--- src/rtl/hazard_pkg.sv ---
// Shared definitions for the pipeline hazard scheduler: FSM encodings,
// the zero-register constant, default mul/div latencies and a register
// match helper.
package hazard_pkg;

  typedef enum logic {
    MD_IDLE = 1'b0,
    MD_BUSY = 1'b1
  } md_state_t;

  typedef enum logic {
    MEM_IDLE = 1'b0,
    MEM_WAIT = 1'b1
  } mem_state_t;

  localparam logic [4:0] REG_ZERO    = 5'd0;
  localparam int         MUL_LAT_DEF = 4;
  localparam int         DIV_LAT_DEF = 32;

  // A source register depends on a producer only when the numbers agree
  // and the producer is not writing $zero (writes to $zero are discarded).
  function automatic logic reg_match(input logic [4:0] src, input logic [4:0] dst);
    return (src == dst) && (dst != REG_ZERO);
  endfunction

endpackage

--- src/rtl/md_timer.sv ---
// Loadable down-counter with a busy flag. A start in idle loads the
// counter and raises busy on the next edge; busy then lasts load_val+1
// cycles. Starts while busy are ignored.
module md_timer
  import hazard_pkg::*;
#(
  parameter int W = 5
) (
  input  logic         clk,
  input  logic         reset,
  input  logic         start,
  input  logic [W-1:0] load_val,
  output logic         busy
);

  md_state_t      state_r;
  md_state_t      state_nx_s;
  logic [W-1:0]   cnt_r;
  logic [W-1:0]   cnt_nx_s;

  // State and counter registers; reset abandons any operation in flight.
  always_ff @(posedge clk or posedge reset) begin
    if (reset) begin
      state_r <= MD_IDLE;
      cnt_r   <= {W{1'b0}};
    end else begin
      state_r <= state_nx_s;
      cnt_r   <= cnt_nx_s;
    end
  end

  // Next state: load on start from idle, count down while busy, leave at zero.
  always_comb begin
    state_nx_s = state_r;
    cnt_nx_s   = cnt_r;
    case (state_r)
      MD_IDLE: begin
        if (start) begin
          state_nx_s = MD_BUSY;
          cnt_nx_s   = load_val;
        end else begin
          state_nx_s = MD_IDLE;
          cnt_nx_s   = cnt_r;
        end
      end
      MD_BUSY: begin
        if (cnt_r == {W{1'b0}}) begin
          state_nx_s = MD_IDLE;
          cnt_nx_s   = {W{1'b0}};
        end else begin
          state_nx_s = MD_BUSY;
          cnt_nx_s   = cnt_r - {{(W-1){1'b0}}, 1'b1};
        end
      end
      default: begin
        state_nx_s = MD_IDLE;
        cnt_nx_s   = {W{1'b0}};
      end
    endcase
  end

  assign busy = (state_r == MD_BUSY);

endmodule

--- src/rtl/hazard_sched.sv ---
// Pipeline hazard scheduler for the 5-stage MIPS core. Produces the
// per-stage stall/flush enables for hazards forwarding cannot cover
// (load-use, decode branch operands, mul/div busy window, data-memory
// wait states) and counts stall cycles with saturation.
module hazard_sched
  import hazard_pkg::*;
#(
  parameter int MUL_LAT = MUL_LAT_DEF,
  parameter int DIV_LAT = DIV_LAT_DEF,
  parameter int CNT_W   = 32
) (
  input  logic             clk,
  input  logic             reset,
  input  logic [4:0]       rsD,
  input  logic [4:0]       rtD,
  input  logic             usesrsD,
  input  logic             usesrtD,
  input  logic             branchD,
  input  logic             mdopD,
  input  logic [4:0]       writeregE,
  input  logic             regwriteE,
  input  logic             memtoregE,
  input  logic [4:0]       writeregM,
  input  logic             memtoregM,
  input  logic             mdstartE,
  input  logic             mdisdivE,
  input  logic             dmemreqM,
  input  logic             dmemackM,
  output logic             stallF,
  output logic             stallD,
  output logic             stallE,
  output logic             stallM,
  output logic             flushE,
  output logic             flushW,
  output logic             mdbusy,
  output logic [CNT_W-1:0] stallcnt
);

  localparam int MAX_LAT = (DIV_LAT > MUL_LAT) ? DIV_LAT : MUL_LAT;
  localparam int MD_W    = (MAX_LAT > 1) ? $clog2(MAX_LAT) : 1;
  localparam logic [MD_W-1:0] MUL_LOAD = MD_W'(MUL_LAT - 1);
  localparam logic [MD_W-1:0] DIV_LOAD = MD_W'(DIV_LAT - 1);

  logic             lwstall_s;
  logic             brstall_s;
  logic             mdstall_s;
  logic             memwait_s;
  logic             md_busy_s;
  logic [MD_W-1:0]  md_load_s;
  mem_state_t       mem_state_r;
  mem_state_t       mem_state_nx_s;
  logic [CNT_W-1:0] stallcnt_r;
  logic             stall_f_s;
  logic             stall_d_s;
  logic             stall_e_s;
  logic             stall_m_s;
  logic             flush_e_s;
  logic             flush_w_s;

  // Hazard detection terms.
  assign lwstall_s = memtoregE & regwriteE &
                     ((usesrsD & reg_match(rsD, writeregE)) |
                      (usesrtD & reg_match(rtD, writeregE)));
  assign brstall_s = branchD &
                     ((regwriteE & (reg_match(rsD, writeregE) | reg_match(rtD, writeregE))) |
                      (memtoregM & (reg_match(rsD, writeregM) | reg_match(rtD, writeregM))));
  assign mdstall_s = md_busy_s & mdopD;
  assign memwait_s = dmemreqM & ~dmemackM;
  assign md_load_s = mdisdivE ? DIV_LOAD : MUL_LOAD;

  md_timer #(
    .W (MD_W)
  ) u_md (
    .clk      (clk),
    .reset    (reset),
    .start    (mdstartE),
    .load_val (md_load_s),
    .busy     (md_busy_s)
  );

  assign mdbusy = md_busy_s;

  // Memory handshake state register.
  always_ff @(posedge clk or posedge reset) begin
    if (reset) begin
      mem_state_r <= MEM_IDLE;
    end else begin
      mem_state_r <= mem_state_nx_s;
    end
  end

  // Memory handshake next state; a dropped request without ack returns to idle.
  always_comb begin
    mem_state_nx_s = mem_state_r;
    case (mem_state_r)
      MEM_IDLE: begin
        if (memwait_s) begin
          mem_state_nx_s = MEM_WAIT;
        end else begin
          mem_state_nx_s = MEM_IDLE;
        end
      end
      MEM_WAIT: begin
        if (dmemackM || !dmemreqM) begin
          mem_state_nx_s = MEM_IDLE;
        end else begin
          mem_state_nx_s = MEM_WAIT;
        end
      end
      default: begin
        mem_state_nx_s = MEM_IDLE;
      end
    endcase
  end

  // Output priority: memory wait freezes the whole pipe, decode hazards
  // insert a bubble into E, reset forces everything off.
  always_comb begin
    stall_f_s = 1'b0;
    stall_d_s = 1'b0;
    stall_e_s = 1'b0;
    stall_m_s = 1'b0;
    flush_e_s = 1'b0;
    flush_w_s = 1'b0;
    if (reset) begin
      stall_f_s = 1'b0;
    end else if (memwait_s) begin
      stall_f_s = 1'b1;
      stall_d_s = 1'b1;
      stall_e_s = 1'b1;
      stall_m_s = 1'b1;
      flush_w_s = 1'b1;
    end else if (lwstall_s || brstall_s || mdstall_s) begin
      stall_f_s = 1'b1;
      stall_d_s = 1'b1;
      flush_e_s = 1'b1;
    end else begin
      stall_f_s = 1'b0;
    end
  end

  assign stallF = stall_f_s;
  assign stallD = stall_d_s;
  assign stallE = stall_e_s;
  assign stallM = stall_m_s;
  assign flushE = flush_e_s;
  assign flushW = flush_w_s;

  // Saturating count of cycles in which fetch was held.
  always_ff @(posedge clk or posedge reset) begin
    if (reset) begin
      stallcnt_r <= {CNT_W{1'b0}};
    end else if (stall_f_s && (stallcnt_r != {CNT_W{1'b1}})) begin
      stallcnt_r <= stallcnt_r + {{(CNT_W-1){1'b0}}, 1'b1};
    end else begin
      stallcnt_r <= stallcnt_r;
    end
  end

  assign stallcnt = stallcnt_r;

endmodule
--- config.mk ---
export PLATFORM = sky130hd
export DESIGN_NAME = hazard_sched
export DESIGN_NICKNAME = d
export VERILOG_FILES = /design/src/rtl/hazard_pkg.sv /design/src/rtl/md_timer.sv /design/src/rtl/hazard_sched.sv
export SDC_FILE = /design/constraint.sdc
export NUM_CORES = 1
export LEC_CHECK = 0
export CAP_MARGIN = 15
export CORE_AREA = 2 2 79 66
export DETAILED_ROUTE_END_ITERATION = 12
export DIE_AREA = 0 0 81 68
export GPL_ROUTABILITY_DRIVEN = 0
export PLACE_DENSITY_LB_ADDON = 0.1
export SYNTH_ARGS = -nofsm -noshare
export SYNTH_HDL_FRONTEND = slang
export SYNTH_HIERARCHICAL = 1
export SYNTH_SLANG_ARGS = --single-unit
--- constraint.sdc ---
create_clock -name clk -period 5.7 [get_ports clk]
set_clock_uncertainty 0.1 [all_clocks]
set_input_delay 0.855 -clock clk [delete_from_list [all_inputs] [get_ports clk]]
set_output_delay 0.855 -clock clk [all_outputs]
set_load 0.02 [all_outputs]
Word level (Yosys, flattened, before mapping). Index checks and enable logic that the tools add are counted.

Bits in registers: 38. Logic and storage cells: 50. Bits of input ports: 33.

Bitwise gates (word level): 15. Eq/ne operators: 6. Mux-type cells: 14. Add/sub/neg operators: 2. Reduce and logical (&&, ||, !) cells: 10.

Operator list (count): 32-bit by 1-bit adder with 32-bit output, second input constant (1); 32-bit != test, second input constant (1); 5-bit == test (4); 5-bit 2-to-1 mux (3); 5-bit case mux with 2 select lines (1); 5-bit nonzero test (2); 1-bit bitwise AND (9); 1-bit 2-to-1 mux (9); 1-bit logical AND (5); 5-bit logical NOT (1); 5-bit by 1-bit subtractor with 5-bit output, second input constant (1); 1-bit bitwise OR (4); 1-bit logical OR (2); 2-bit != test, second input constant (1); 1-bit NOT (2); 1-bit case mux with 2 select lines (1).

Longest topological paths before layout. Gate-level depths: netlist (run 1).

Depth in word-level cells: 12. Gate-level depth with buffers: 8. Mapped depth without buffers: 8.

By module. The synthesis (run 1) kept the hierarchy.

By module, submodules not included: hazard_sched (sequential area each 800.8 sq um, area each 1975.6 sq um, times used 1, cells an instance 203); md_timer (sequential area each 150.1 sq um, area each 319.1 sq um, times used 1, cells an instance 30).

Worst setup path before layout (run 1). OpenSTA, ideal clock, no wires.

Path type: input port to output port. Start: in writeregE[0]. End: out stallF. Cell stages on the path: 7. Setup slack: 1.978 ns. Path buffers: 2. Arrival: 2.767 ns. Cells stage by stage: or4_1 -> o21a_1 -> a32o_1 -> a2111oi_4 -> buf_4 -> nor2_1 -> buf_4.

Longest elaborated chain between the ends: 11.

RTL lines: start, declared (line hazard_sched.sv:20) `input logic [4:0] writeregE,`; 5-bit == test / 5-bit nonzero test (equally long branches) (line hazard_pkg.sv:23) `return (src == dst) && (dst != REG_ZERO);`; 1-bit logical AND (line hazard_pkg.sv:23); 1-bit bitwise OR (line hazard_sched.sv:65) `((regwriteE & (reg_match(rsD, writeregE) | reg_match(rtD, writeregE))) |`; 1-bit bitwise AND (line hazard_sched.sv:65); 1-bit bitwise OR (line hazard_sched.sv:65); 1-bit bitwise AND (line hazard_sched.sv:64) `assign brstall_s = branchD &`; 1-bit logical OR * (2 in a row) (line hazard_sched.sv:133) `end else if (lwstall_s || brstall_s || mdstall_s) begin`; 1-bit 2-to-1 mux * (3 in a row); end, declared (line hazard_sched.sv:29) `output logic stallF,`.

Every way passes the cells marked *; elsewhere a longest branch is shown, timed or not.

Worst setup path after layout (run 1).
Start: in writeregE[0]. End: out stallD.

Longest elaborated chain between the ends: 11.

RTL lines: 5-bit == test / 5-bit nonzero test (equally long branches) (line hazard_pkg.sv:23); 1-bit logical AND (line hazard_pkg.sv:23); 1-bit bitwise OR (line hazard_sched.sv:65); 1-bit bitwise AND (line hazard_sched.sv:65); 1-bit bitwise OR (line hazard_sched.sv:65); 1-bit bitwise AND (line hazard_sched.sv:64); 1-bit logical OR * (2 in a row) (line hazard_sched.sv:133); 1-bit 2-to-1 mux * (line hazard_sched.sv:133); 1-bit 2-to-1 mux * (line hazard_sched.sv:127) `end else if (memwait_s) begin`; 1-bit 2-to-1 mux * (line hazard_sched.sv:125) `if (reset) begin`; end, declared (line hazard_sched.sv:30) `output logic stallD,`.

Marked as above.

==> results of run 1 <==
-- synth_stat cells, types with 2 or more instances --
cell / number
o22ai_1: 4
mux2i_1: 3
nor2b_1: 2
nor4b_1: 2
and3_1: 3
nor4_1: 15
nand4b_1: 4
inv_1: 7
ha_1: 2
and3b_1: 2
buf_4: 5
dfrtp_1: 38
nor3_1: 13
nand2b_1: 2
and4_1: 2
or3_1: 2
nand3_1: 18
clkbuf_1: 4
nand2_1: 14
nor2_1: 8
a22oi_1: 2
xnor2_1: 27
o311a_1: 2
nand4_1: 8
or4_1: 3
xor2_1: 24
-- logic make-up after synthesis --
| family | after synthesis |
|---|---|
| adders and majority gates | 2 |
| AOI/OAI and AO/OA | 18 |
| and+or+nand+nor | 101 |
| DFF | 38 |
| buffers and inverters | 18 |
| xor gates and xnor gates | 51 |
| other | 1 |
| muxes | 4 |
-- where the power goes --
| part | switching [uW] | leakage, uW | internal (uW) |
|---|---|---|---|
| Sequential | 64.2 | 0.000494 | 317 |
| Combinational | 148 | 0.000798 | 152 |
| Clock | 86.0 | 0.0000431 | 93.2 |
-- through the flow --
step                utilization, %  cells  cell area [um^2]  worst slack, ns  total power, uW
floorplan                        -    234              2300             1.98              561
global placement              63.8    359              3050             1.32              680
detailed placement            63.8    359              3050             1.30              685
CTS                           65.5    365              3130             1.29              868
global route                  65.5    365              3130             1.22              915
finish                        65.5    365              3130             1.30              860
-- layer usage --
metal / wire length [um] / global-route usage, % / up-vias
li1: - / - / 978
met1: 2770 / 33.7 / 963
met2: 2310 / 29.9 / 81
met3: 406 / 4.62 / 8
met4: 59 / 5.93 / 0
met5: 0 / 0 / -
-- worst reg2reg max path, delay by kind of cell (launching register included) --
kind          cells  cell delay (ns)
fa+ha+maj         1             0.19
buf+inv           1             0.28
flops             1             0.41
mux               1             0.31
simple gates      5             1.25
-- worst max-delay path by stage --
stage | start | end
2_1_floorplan | writeregE[0] | stallF
3_3_place_gp | writeregE[0] | stallD
3_5_place_dp | writeregE[0] | stallD
4_1_cts | writeregE[0] | stallD
5_1_grt | writeregE[0] | stallD
6_report | writeregE[0] | stallD
-- registers in the layout, indices dropped and copies added, names as in the netlist --
name and flops:
u_md/busy 1, u_md/cnt_r 5, stallcnt 32
-- layout make-up --
class | instances | area share (%)
multi-input cells | 178 | 40.2
well taps | 62 | 2.48
clock buffers | 6 | 2.64
flip-flops and latches | 38 | 30.4
inverters | 7 | 0.840
repair buffers | 74 | 23.4
==> results.md, run 1 <==
* Clock transition at path regs at ~0.070 ns
* Worst Hold Class: register to register
* Commonest non-fill, non-tap cell in the layout: clkdlybuf4s50_1
* Syn Area/Cell at roughly 10 um^2
* Xor-xnor portion of the synthesized cell area at ~20%
* Post-cts resize count at 0
* Initial antenna violation count at 0
* Setup slack, reg-to-reg at between 3 and 4 ns
* Slowest CP cell: clkdlybuf4s50_1
* RSZ-0062 raised after global routing: no
* Die width at a little over 80 um
* Largest net degree at the start of global routing at 37
* H-tree Lvls at 2
* CP Launch Type: input pin
* Kind of critical path: input pin to primary output
* Max-slew violation total from the final report at 0
* Yosys warning count at 6
* Clock Latency Late Sink at approximately 0.28 ns
* Die area at roughly 5500 um^2
* Adder-Cell Fraction of Synth Area at under 10%
* Worst Tran Pin Value at approximately 0.70 ns
* Maximum clock rate at 0.227 GHz
* Most frequent cells in the layout: clkdlybuf4s50_1 (71), dfrtp_1 (38), xnor2_1 (27)
* Fillers at ~420
* # Post-CTS Setup Buffers at 0
* Reg2reg start: stallcnt[0]
* Row count at 23
* Hold path depth at 1
* CP Data Required Time at roughly 4.7 ns
* DPL Wire Length at about 4000 um
* GRT Total Usage at between 20% and 30%
* CP bufs+invs at 2
* Post-synth ARST share at 100%
* Post-synth EDFFs at 0
* Final setup viols at 0
* Vias in the first global route at between 1500 and 2000
* CP Cell Sequence: clkdlybuf4s50_1 > or4_1 > o21a_1 > a32o_1 > a2111oi_4 > nor2_1 > clkdlybuf4s50_1
* Starting DRC count in detailed routing at between 200 and 250
* Max cap viols at 0
* Distinct cells, synth at 43
* FF+latch area at about 950 um^2
* Reg2reg path depth at 8
* Global-route wire length before repair at 9150 um
* Final hold vios at 0
* Clock Root Buffer: clkbuf_8
* Grt total ovfl at 0
* Fin nets at around 340
* Drt drc at 0
* Clk sinks at 38
* Total core area at between 4000 and 5000 um^2
* Worst path top cell family by delay: buffers and inverters
* Port bufs at between 70 and 80
* Slew margin rel. at 53.1%
* DRT antenna net count at 0
* CTS Buf Count at 5
* Max VDD drop at between 200 and 250 uV
* Synthesis-to-layout area growth at 36.3%
* Post-synthesis sequential area ratio at around two fifths
* Simple-gate area share of the yosys netlist at 24.9%
* Initial Util at a little under 50%
* Most used cell, CP: clkdlybuf4s50_1
* Hold EP: stallcnt[26]
* Main combinational cell family by area after synthesis: simple AND/OR/NAND/NOR gates
* Flops & latches, synth at 38
* Share of the synthesized area in the top cell type at between 40% and 50%
* Clk buf depth at 2
* Minimum clock period at ~4.4 ns
* Ant. Diodes at 0
* Routed WL at between 5000 and 6000 um
* Worst Hold Slack at slightly below 0.4 ns
* Pwr dens at 275 nW/um^2
* Crit-path max FO at 3
* Outcome: finished clean
* Dominant cells by area after synthesis: dfrtp_1 (41%), xnor2_1 (10%), xor2_1 (9.2%)
* Num ports at roughly 70
* Crit. End Element: primary output
* Crit path DAT at about 3.5 ns
* Proportion of layout cells with a drive suffix above 1 at under 10%
* Mapped cell area at about 2300 um^2
* Multiplexer share of the synthesized area at roughly 1.8%
* Post-synthesis compound-gate area fraction at under 10%
* Footprint of the multi-input gates at roughly 1300 um^2
* Fin Setup TNS at 0 ns
* Per-cell routed wire length at between 15 and 20 um
* Hold buffers post-CTS at 0
* Router iterations before antenna repair at 4
* DR vias/cell at between 5 and 6
* Worst r2r dst: stallcnt[1]
* Gate Count Post-Synth at around 230
* Synth area leader: dfrtp_1
* CP max stage delay at 0.59 ns
* CTS tree: built
* Vias at 2030
* Hold wc startpoint: stallcnt[26]
* Critical path depth at 7
* Tcrit/Tclk final at ~77%
* LEAKAGE at approximately 0.0013 uW
* Synth Flop Type: dfrtp_1
* Die H at slightly below 70 um
Note: power is estimated with default switching activity, not from simulation.
==> run 2, diff against run 1 <==
--- a/config.mk
+++ b/config.mk
@@ -6,9 +6,9 @@
 export NUM_CORES = 1
 export LEC_CHECK = 0
 export CAP_MARGIN = 15
-export CORE_AREA = 2 2 79 66
+export CORE_AREA = 2 2 82 68
 export DETAILED_ROUTE_END_ITERATION = 12
-export DIE_AREA = 0 0 81 68
+export DIE_AREA = 0 0 84 70
 export GPL_ROUTABILITY_DRIVEN = 0
 export PLACE_DENSITY_LB_ADDON = 0.1
 export SYNTH_ARGS = -nofsm -noshare
==> constraint.sdc (replaced) <==
create_clock -name clk -period 4.2 [get_ports clk]
set_clock_uncertainty 0.1 [all_clocks]
set_input_delay 0.63 -clock clk [delete_from_list [all_inputs] [get_ports clk]]
set_output_delay 0.63 -clock clk [all_outputs]
set_load 0.02 [all_outputs]
==> run 2 against run 1 <==
Die area increased by 6.8%; non-clock buffer count rose by 1; cell area up 2.1%; global-route usage decreased by 2.3 points; largest power group unchanged.
==> results.md, run 2 (same netlist as run 1, synthesis figures left out) <==
* Starting DRC count in detailed routing at 76 (was 220)
* Worst Hold Class: register to register (unchanged)
* Ant. Diodes at 0 (unchanged)
* Die width at 84 um (was 81 um)
* Minimum clock period at 3.94 ns
* Pwr dens at 406 nW/um^2 (was 275 nW/um^2)
* Hold path depth at 1 (unchanged)
* # Post-CTS Setup Buffers at 0 (unchanged)
* Hold wc startpoint: stallcnt[26] (unchanged)
* Post-cts resize count at 0 (unchanged)
* Per-cell routed wire length at 14.5 um (was 15.2 um)
* H-tree Lvls at 2 (unchanged)
* CP Launch Type: input pin (unchanged)
* Commonest non-fill, non-tap cell in the layout: clkdlybuf4s50_1 (unchanged)
* DRT antenna net count at 0 (unchanged)
* DPL Wire Length at 4020 um (was 4050 um)
* Crit path DAT at 3.21 ns (was 3.45 ns)
* Maximum clock rate at 0.254 GHz
* Routed WL at 5390 um (was 5540 um)
* Vias in the first global route at 1875 (was 1874)
* Die area at 5880 um^2 (was 5510 um^2)
* Setup slack, reg-to-reg at 1.51 ns (was 3.04 ns)
* Hold EP: stallcnt[26] (unchanged)
* Clk sinks at 38 (unchanged)
* Max cap viols at 0 (unchanged)
* Cells after DPL at 363 (was 359)
* Tcrit/Tclk final at between 90 and 100%
* Reg2reg path depth at 8 (unchanged)
* CP bufs+invs at 2 (unchanged)
* Worst r2r dst: stallcnt[1] (unchanged)
* Crit-path max FO at 3 (unchanged)
* Port bufs at 71 (unchanged)
* CP max stage delay at 0.56 ns (was 0.59 ns)
* CTS tree: built (unchanged)
* Worst Tran Pin Value at 0.701 ns (about the same)
* Slew margin rel. at 52.9% (was 53.1%)
* Fillers at 457 (was 415)
* Initial Util at 44.2% (was 48.0%)
* Max FFs per register at 32 (unchanged)
* Clock transition at path regs at 0.08 ns (was 0.07 ns)
* Most frequent cells in the layout: clkdlybuf4s50_1 (71), dfrtp_1 (38), xnor2_1 (27) (unchanged)
* Die H at 70 um (was 68 um)
* Clock Root Buffer: clkbuf_8 (unchanged)
* Final worst slack at 0.264 ns (was 1.30 ns)
* Util after Layout at 61.5% (was 65.5%)
* Row count at 24 (was 23)
* GRT Total Usage at 19.3% (was 21.6%)
* Non-filler instance count after layout at 371 (was 365)
* Fin Setup TNS at 0 ns (unchanged)
* Slowest CP cell: or4_1 (was clkdlybuf4s50_1)
* Final hold vios at 0 (unchanged)
* Clk buf depth at 2 (unchanged)
* DR vias/cell at 5.30 (was 5.56)
* Grt total ovfl at 0 (unchanged)
* Most used cell, CP: clkdlybuf4s50_1 (unchanged)
* Vias at 1965 (was 2030)
* Worst path top cell family by delay: buffers and inverters (unchanged)
* Max-slew violation total from the final report at 0 (unchanged)
* CTS Buf Count at 5 (unchanged)
* Worst Hold Slack at 0.389 ns (was 0.392 ns)
* Total core area at 5190 um^2 (was 4780 um^2)
* Hold buffers post-CTS at 0 (unchanged)
* Outcome: finished clean (unchanged)
* Num ports at 72 (unchanged)
* Max VDD drop at 295 uV (was 219 uV)
* RSZ-0062 raised after global routing: no (unchanged)
* Global-route wire length before repair at 9240 um (was 9150 um)
* Drt drc at 0 (unchanged)
* Initial antenna violation count at 0 (unchanged)
* Final setup viols at 0 (unchanged)
* CP Data Required Time at 3.47 ns (was 4.74 ns)
* Clock Latency Late Sink at 0.29 ns (was 0.28 ns)
* CP Cell Sequence: clkdlybuf4s50_1 > or4_1 > o21a_1 > a32o_1 > a2111oi_4 > nor2_1 > clkdlybuf4s50_1 (unchanged)
* Crit. End Element: primary output (unchanged)
* Largest net degree at the start of global routing at 37 (unchanged)
* Proportion of layout cells with a drive suffix above 1 at 5.88% (was 4.95%)
* Synthesis-to-layout area growth at 39.2% (was 36.3%)
* Reg2reg start: stallcnt[0] (unchanged)
* Kind of critical path: input pin to primary output (unchanged)
* LEAKAGE at 0.00137 uW (was 0.00134 uW)
* Router iterations before antenna repair at 4 (unchanged)
* Pre-CTS setup slack at 0.243 ns (was 1.30 ns)
* Fin nets at 340 (was 339)
run 2: changes by cell type in the layout (fill, tap and decap cells not counted), sizes merged:
cell	delta
bufinv	+2
buf	+1
clkinv	+1
clkbuf	-1
run 2: power breakdown:
group	internal [uW]	leakage [uW]	switching (uW)	total (uW)
clock network	238	0.0000683	133	371
logic	206	0.000803	203	410
registers	429	0.000494	85.8	515
total	873	0.00137	422	1300
run 2: worst max path at each step:
| stage | cells past startpoint | startpoint | end |
|---|---|---|---|
| 6_report | 7 | writeregE[0] | stallF |
| 5_1_grt | 7 | writeregE[0] | stallD |
| 4_1_cts | 7 | writeregE[0] | stallF |
| 3_5_place_dp | 7 | writeregE[0] | stallF |
| 3_3_place_gp | 7 | writeregE[0] | stallD |
| 2_1_floorplan | 7 | writeregE[0] | stallF |
run 2: stage by stage:
stage	cell area [um^2]	power (uW)
floorplan	2300	762
global placement	3060	929
detailed placement	3060	937
CTS	3190	1310
global route	3190	1370
finish	3190	1300
run 2: cell type report:
type | count | area, um^2 | area share, %
clock buffer | 5 | 68.8 | 2.15
clock inverter | 3 | 68.8 | 2.15
inverter | 7 | 26.3 | 0.823
multi-input combinational | 178 | 1260 | 39.4
sequential | 38 | 951 | 29.8
tap | 65 | 81.3 | 2.55
timing repair buffer | 75 | 741 | 23.2
run 2: layer usage:
layer | wire, um | track usage [%] | vias to the layer above
met3 | 209 | 4.14 | 5
met1 | 2740 | 29.2 | 930
li1 | - | - | 992
met5 | 0 | 0 | -
met4 | 33 | 4.30 | 0
met2 | 2410 | 28.4 | 38
==> run 3, diff against run 2 <==
--- a/config.mk
+++ b/config.mk
@@ -10,6 +10,7 @@
 export DETAILED_ROUTE_END_ITERATION = 12
 export DIE_AREA = 0 0 84 70
 export GPL_ROUTABILITY_DRIVEN = 0
+export HOLD_SLACK_MARGIN = 0.15
 export PLACE_DENSITY_LB_ADDON = 0.1
 export SYNTH_ARGS = -nofsm -noshare
 export SYNTH_HDL_FRONTEND = slang
==> results of run 3 <==
No change in the layout: final DEF, timing and power equal those of run 2.
